<file path="src/rtl/control_unit.sv">
// ---------------------------------------------------------------------------
// control_unit -- multi-cycle control FSM for the K&S 16-bit processor.
//
// It works with the datapath. It takes the decoded instruction and the
// registered ALU flags, and it sequences fetch / decode / execute. Each
// datapath strobe and the RAM write enable come from a combinational decode
// of the state register.
//
// Ports:
//   clk                 system clock, rising edge
//   rst                 synchronous reset, active high (wins over everything)
//   decoded_instruction opcode class from the datapath's instruction decoder
//   zero_op, neg_op     registered flags used by conditional branches
//   unsigned_overflow,
//   signed_overflow     registered flags, observed only
//   branch              PC mux: 1 = instruction address, 0 = PC+1
//   pc_enable           PC load strobe
//   ir_enable           instruction register load strobe
//   addr_sel            RAM address mux: 1 = PC, 0 = instruction address
//   c_sel               write-back mux: 1 = data_in, 0 = ALU
//   operation           ALU op: 00 OR, 01 ADD, 10 SUB, 11 AND
//   write_reg_enable    register file write strobe
//   flags_reg_enable    flag register load strobe
//   ram_write_enable    RAM write strobe
//   halt                processor halted
//   instr_count         saturating retired-instruction counter
// ---------------------------------------------------------------------------

package k_and_s_pkg;
  typedef enum logic [3:0] {
    I_NOP    = 4'd0,
    I_LOAD   = 4'd1,
    I_STORE  = 4'd2,
    I_MOVE   = 4'd3,
    I_ADD    = 4'd4,
    I_SUB    = 4'd5,
    I_AND    = 4'd6,
    I_OR     = 4'd7,
    I_BRANCH = 4'd8,
    I_BZERO  = 4'd9,
    I_BNZERO = 4'd10,
    I_BNEG   = 4'd11,
    I_BNNEG  = 4'd12,
    I_HALT   = 4'd13
  } decoded_instruction_type;
endpackage

module control_unit
  import k_and_s_pkg::*;
#(
  parameter int COUNT_W = 16
) (
  input  logic                    clk,
  input  logic                    rst,
  input  decoded_instruction_type decoded_instruction,
  input  logic                    zero_op,
  input  logic                    neg_op,
  input  logic                    unsigned_overflow,
  input  logic                    signed_overflow,
  output logic                    branch,
  output logic                    pc_enable,
  output logic                    ir_enable,
  output logic                    addr_sel,
  output logic                    c_sel,
  output logic [1:0]              operation,
  output logic                    write_reg_enable,
  output logic                    flags_reg_enable,
  output logic                    ram_write_enable,
  output logic                    halt,
  output logic [COUNT_W-1:0]      instr_count
);

  typedef enum logic [3:0] {
    S_FETCH,
    S_DECODE,
    S_LOAD_1,
    S_LOAD_2,
    S_STORE_1,
    S_STORE_2,
    S_MOVE,
    S_ALU,
    S_JUMP,
    S_BCOND,
    S_HALT
  } state_t;

  state_t                  state;
  state_t                  next_state;
  decoded_instruction_type opcode_q;
  logic                    retire;
  logic                    taken;
  logic [1:0]              alu_op;

  // The overflow flags come in only so the datapath can observe them. No
  // control decision uses them.
  logic unused_flags;
  assign unused_flags = unsigned_overflow ^ signed_overflow;

  // Next-state selection. Only DECODE looks at the live instruction input.
  // The execute states always go back to FETCH, and HALT stays in HALT
  // until reset.
  always_comb begin
    next_state = state;
    case (state)
      S_FETCH:   next_state = S_DECODE;
      S_DECODE: begin
        case (decoded_instruction)
          I_NOP:                               next_state = S_FETCH;
          I_LOAD:                              next_state = S_LOAD_1;
          I_STORE:                             next_state = S_STORE_1;
          I_MOVE:                              next_state = S_MOVE;
          I_ADD, I_SUB, I_AND, I_OR:           next_state = S_ALU;
          I_BRANCH:                            next_state = S_JUMP;
          I_BZERO, I_BNZERO, I_BNEG, I_BNNEG:  next_state = S_BCOND;
          I_HALT:                              next_state = S_HALT;
          default:                             next_state = S_FETCH;
        endcase
      end
      S_LOAD_1:  next_state = S_LOAD_2;
      S_STORE_1: next_state = S_STORE_2;
      S_HALT:    next_state = S_HALT;
      default:   next_state = S_FETCH;
    endcase
  end

  // An instruction retires when it leaves DECODE or an execute state for
  // FETCH, or when it enters HALT. Because HALT is a self-loop and is left
  // out here, the counter freezes while the processor is halted.
  assign retire = (state != S_FETCH) && (state != S_HALT) &&
                  ((next_state == S_FETCH) || (next_state == S_HALT));

  // The state register, the opcode latch and the saturating retire counter.
  // The opcode is captured in DECODE so the execute states do not depend on
  // the datapath holding its decoder output stable.
  always_ff @(posedge clk) begin
    if (rst) begin
      state       <= S_FETCH;
      opcode_q    <= I_NOP;
      instr_count <= '0;
    end else begin
      state <= next_state;
      if (state == S_DECODE) begin
        opcode_q <= decoded_instruction;
      end
      if (retire && (instr_count != {COUNT_W{1'b1}})) begin
        instr_count <= instr_count + COUNT_W'(1);
      end
    end
  end

  // The ALU operation and branch condition are computed from the latched
  // opcode. Both are only meaningful in their own execute states.
  always_comb begin
    alu_op = 2'b00;
    taken  = 1'b0;
    case (opcode_q)
      I_ADD:    alu_op = 2'b01;
      I_SUB:    alu_op = 2'b10;
      I_AND:    alu_op = 2'b11;
      I_BZERO:  taken  = zero_op;
      I_BNZERO: taken  = ~zero_op;
      I_BNEG:   taken  = neg_op;
      I_BNNEG:  taken  = ~neg_op;
      default: begin
        alu_op = 2'b00;
        taken  = 1'b0;
      end
    endcase
  end

  // Output decode of the state register. Every strobe defaults to 0. MOVE
  // uses OR because the datapath puts the same register on both ALU inputs.
  always_comb begin
    branch           = 1'b0;
    pc_enable        = 1'b0;
    ir_enable        = 1'b0;
    addr_sel         = 1'b0;
    c_sel            = 1'b0;
    operation        = 2'b00;
    write_reg_enable = 1'b0;
    flags_reg_enable = 1'b0;
    ram_write_enable = 1'b0;
    halt             = 1'b0;
    case (state)
      S_FETCH: begin
        addr_sel  = 1'b1;
        ir_enable = 1'b1;
      end
      S_DECODE:  pc_enable = 1'b1;
      S_LOAD_1:  c_sel = 1'b1;
      S_LOAD_2: begin
        c_sel            = 1'b1;
        write_reg_enable = 1'b1;
      end
      S_STORE_2: ram_write_enable = 1'b1;
      S_MOVE:    write_reg_enable = 1'b1;
      S_ALU: begin
        operation        = alu_op;
        write_reg_enable = 1'b1;
        flags_reg_enable = 1'b1;
      end
      S_JUMP: begin
        branch    = 1'b1;
        pc_enable = 1'b1;
      end
      S_BCOND: begin
        branch    = taken;
        pc_enable = taken;
      end
      S_HALT:    halt = 1'b1;
      default:   halt = 1'b0;
    endcase
  end

endmodule
</file>
<file path="config.mk">
export PLATFORM = sky130hd
export DESIGN_NAME = control_unit
export DESIGN_NICKNAME = d
export VERILOG_FILES = /design/src/rtl/control_unit.sv
export SDC_FILE = /design/constraint.sdc
export NUM_CORES = 1
export LEC_CHECK = 0
export ABC_CLOCK_PERIOD_IN_PS = 3000
export BUFFER_PORTS_ARGS = -buffer_cell sky130_fd_sc_hd__buf_2
export CAP_MARGIN = 20
export CORE_UTILIZATION = 28
export CTS_CLUSTER_DIAMETER = 120
export DETAILED_ROUTE_END_ITERATION = 10
export SLEW_MARGIN = 0
export SYNTH_ARGS = -nofsm -noshare
export SYNTH_HDL_FRONTEND = slang
export SYNTH_SLANG_ARGS = --single-unit
</file>
<file path="constraint.sdc">
create_clock -name clk -period 3 [get_ports clk]
set_input_delay 0.45 -clock clk [delete_from_list [all_inputs] [get_ports clk]]
set_output_delay 0.45 -clock clk [all_outputs]
set_load 0.02 [all_outputs]
</file>
==> impl_metrics.csv <==
group,metric,value,unit
clock_tree,cts_root_buf,"clkbuf_8",
power_and_ir_drop,leakage,0.608,nW
yosys,syn_inst,185,
sta,skew,0.00149,ns
yosys,seq_area_frac_synth,33.7,%
clock_tree,h-tree-depth,1,
final_layout,post-route-util,34.5,%
sta,fin_crit,2.18,ns
worst_setup_path,reg2reg_slack,0.82,ns
grt,grt_pass1_wl,5460,µm
worst_setup_path,reg2reg_depth,5,
status,outcome,"completed",
grt,grt_overflow,0,
sta,finalHoldViolCount,0,
clock_tree,insertion_delay,0.26,ns
final_layout,fill_cells,532,
sta,period_share,72.7,%
yosys,ys_ff_latch,24,
final_layout,regArea,480,µm²
sta,rsz0062_at_grt,"no",
final_layout,fin_nets,222,
floorplan,dieArea,5370,µm²
detailed_routing,remaining_drc_errors,0,
worst_setup_path,crit_path_start_kind,"register",
sta,final-setup-viol-count,0,
clock_tree,cts_hold_buf,0,
grt,grt_max_degree,28,
hold_path,holdPathEnd,"opcode_q[3]",
yosys,syn_area,1420,µm²
detailed_routing,drtIter0Drc,64,
placed_design,gp_congestion,0.785,
detailed_routing,totalWireLength,3340,µm
worst_setup_path,r2r-start,"instr_count[6]",
hold_path,hold_start,"opcode_q[3]",
final_layout,multiInputGateArea,846,µm²
worst_setup_path,max_stage_delay,0.61,ns
power_and_ir_drop,vdd_drop_max,237,µV
placed_design,portBuffers,34,
final_layout,drive_above_1_share,21.0,%
sta,worstMarginPinSlew,0.634,ns
grt,grt_usage,13.0,%
worst_setup_path,end_kind,"register",
floorplan,core-area,4820,µm²
final_layout,area_growth,16.7,%
clock_tree,cts_made_buffers,3,
floorplan,start_util,29.6,%
yosys,synth_cell_types,41,
yosys,yosysWarnings,0,
clock_tree,cts_sinks,24,
worst_setup_path,cp.arrival,2.32,ns
detailed_routing,firstDrtPassIters,6,
sta,max_freq,0.459,GHz
placed_design,hpwl,2270,µm
sta,max-slew-margin-rel,57.8,%
worst_setup_path,timing.rr.end,"instr_count[1]",
detailed_routing,wl_per_cell,12.0,µm
yosys,syn_nets,196,
clock_tree,ctsResizeCount,0,
worst_setup_path,path_class,"register to register",
clock_tree,clk_path_buf_depth,2,
grt,grt_pass1_vias,1152,
job,maxCapViolCount,0,
hold_path,hold_depth,2,
worst_setup_path,cp_max_fo,20,
final_layout,diodes,0,
worst_setup_path,cpMaxStageDelayCell,"and2_1",
floorplan,rows,25,
detailed_routing,dr_total_vias,1391,
detailed_routing,vias_per_cell,5.02,
grt,antenna_found_initial,0,
floorplan,ios,37,
sta,fin_setup_tns,0,ns
clock_tree,cts_tree,"built",
sta,finalMaxSlewViolations,0,
floorplan,die_y,73.3,µm
yosys,syn_area_per_cell,7.70,µm²
clock_tree,cts_setup_buffers,0,
power_and_ir_drop,power_density,422,nW/µm²
hold_path,min_path_type,"register to register",
worst_setup_path,crit_required,3.13,ns
clock_tree,cts.clk_slew.worst_paths,0.08,ns
detailed_routing,ant_nets,0,
floorplan,die_x,73.3,µm
worst_setup_path,crit_chain,"nand4_1 -> nor4_1 -> and2_1 -> nand3b_1 -> a21oi_1",
[cell usage after synthesis]
master | instances | area [µm²]
nor4_1 | 5 | 31.3
o21ai_1 | 3 | 15.0
nor2_1 | 18 | 67.6
and2_1 | 2 | 12.5
xnor2_1 | 2 | 17.5
buf_6 | 2 | 22.5
o21ai_2 | 1 | 8.76
buf_2 | 6 | 30.0
dfxtp_1 | 24 | 480
a21oi_1 | 18 | 90.1
mux2_1 | 3 | 33.8
nand2_1 | 23 | 86.3
or4_1 | 9 | 67.6
o211ai_1 | 1 | 7.51
and3_1 | 3 | 18.8
nand4_1 | 3 | 18.8
buf_1 | 1 | 3.75
a2111oi_0 | 1 | 8.76
o2bb2ai_1 | 1 | 8.76
o21a_1 | 1 | 7.51
a32oi_2 | 1 | 16.3
o31ai_1 | 9 | 67.6
nand3b_1 | 2 | 15.0
nor4b_2 | 1 | 15.0
nand3_1 | 6 | 30.0
nand2b_1 | 2 | 12.5
nor4b_4 | 1 | 23.8
inv_2 | 1 | 3.75
a211oi_1 | 1 | 7.51
clkbuf_1 | 4 | 15.0
a211o_1 | 1 | 8.76
o21ai_0 | 4 | 20.0
or3_1 | 2 | 12.5
inv_1 | 4 | 15.0
nor2b_1 | 4 | 25.0
nor3_1 | 6 | 30.0
ha_1 | 1 | 12.5
a31oi_1 | 5 | 31.3
and4_1 | 1 | 8.76
o221ai_1 | 1 | 8.76
buf_4 | 1 | 7.51
[kinds of logic (layout without fill, tap and decap cells)]
family	count (synthesis)	count (layout)	share of synthesized area [%]
adder cells (fa/ha/maj)	1	1	0.879
flip-flops	24	24	33.7
AND/OR/NAND/NOR	88	88	33.4
multiplexers	3	3	2.37
buffers and inverters	19	44	6.85
XOR/XNOR	2	2	1.23
AO/OA/AOI/OAI	48	48	21.5
[power breakdown]
group / switching (mW) / internal (mW)
combinational: 0.0795 / 0.0477
sequential: 0.0232 / 0.330
clock: 0.103 / 0.117
total: 0.206 / 0.495
[state kept, by name, summed over array words and instances (netlist names)]
signal and cells:
state 4, opcode_q 4, instr_count 16
[critical path, delay by kind of cell (launching register included)]
family          cells  cell delay, ns
simple gates        4            1.54
flops               1            0.43
compound gates      1            0.07
[layer usage]
layer  vias up  global-route usage [%]  part of all wire [%]
li1        727                       -                     -
met3         2                    3.02                   5.0
met4         0                    3.85                  0.63
met1       623                    18.4                    53
met5         -                       0                     0
met2        39                    19.7                    41
[per-stage QoR]
| stage | area [µm²] | setup slack [ns] | total power [mW] | std cells | hold WS, ns |
|---|---|---|---|---|---|
| floorplan | 1420 | 0.964 | 0.460 | 185 | 0.444 |
| global placement | 1610 | 0.783 | 0.486 | 273 | 0.456 |
| detailed placement | 1610 | 0.772 | 0.487 | 273 | 0.463 |
| CTS | 1660 | 0.829 | 0.709 | 277 | 0.467 |
| global route | 1660 | 0.509 | 0.741 | 277 | 0.488 |
| finish | 1660 | 0.819 | 0.701 | 277 | 0.476 |
[layout by cell type (no fill, tap or decap), types with 2 or more instances in the layout]
cell / Yosys / routed
a21oi_1: 18 / 18
a31oi_1: 5 / 5
and2_1: 2 / 2
and3_1: 3 / 3
buf_2: 6 / 34
clkbuf_8: 0 / 4
dfxtp_1: 24 / 24
inv_1: 4 / 4
mux2_1: 3 / 3
nand2_1: 23 / 23
nand2b_1: 2 / 2
nand3_1: 6 / 6
nand3b_1: 2 / 2
nand4_1: 3 / 3
nor2_1: 18 / 18
nor2b_1: 4 / 4
nor3_1: 6 / 6
nor4_1: 5 / 5
o21ai_0: 4 / 4
o21ai_1: 3 / 3
o31ai_1: 9 / 9
or3_1: 2 / 2
or4_1: 9 / 9
xnor2_1: 2 / 2
[cell type report]
type | instances | area share (%)
inverter | 5 | 1.13
sequential | 24 | 28.9
tap | 67 | 5.05
timing repair buffer | 35 | 10.7
multi-input combinational | 142 | 50.9
clock buffer | 4 | 3.31
[worst max-delay path by stage]
stage	startpoint	endpoint	slack [ns]	cells past startpoint
2_1_floorplan	state[0]	ir_enable	0.96	3
3_3_place_gp	decoded_instruction[0]	instr_count[10]	0.78	7
3_5_place_dp	decoded_instruction[0]	instr_count[10]	0.77	7
4_1_cts	instr_count[6]	instr_count[2]	0.83	5
5_1_grt	instr_count[6]	instr_count[5]	0.51	5
6_report	instr_count[6]	instr_count[1]	0.82	5
No activity file was read; power rests on OpenSTA's default activity.
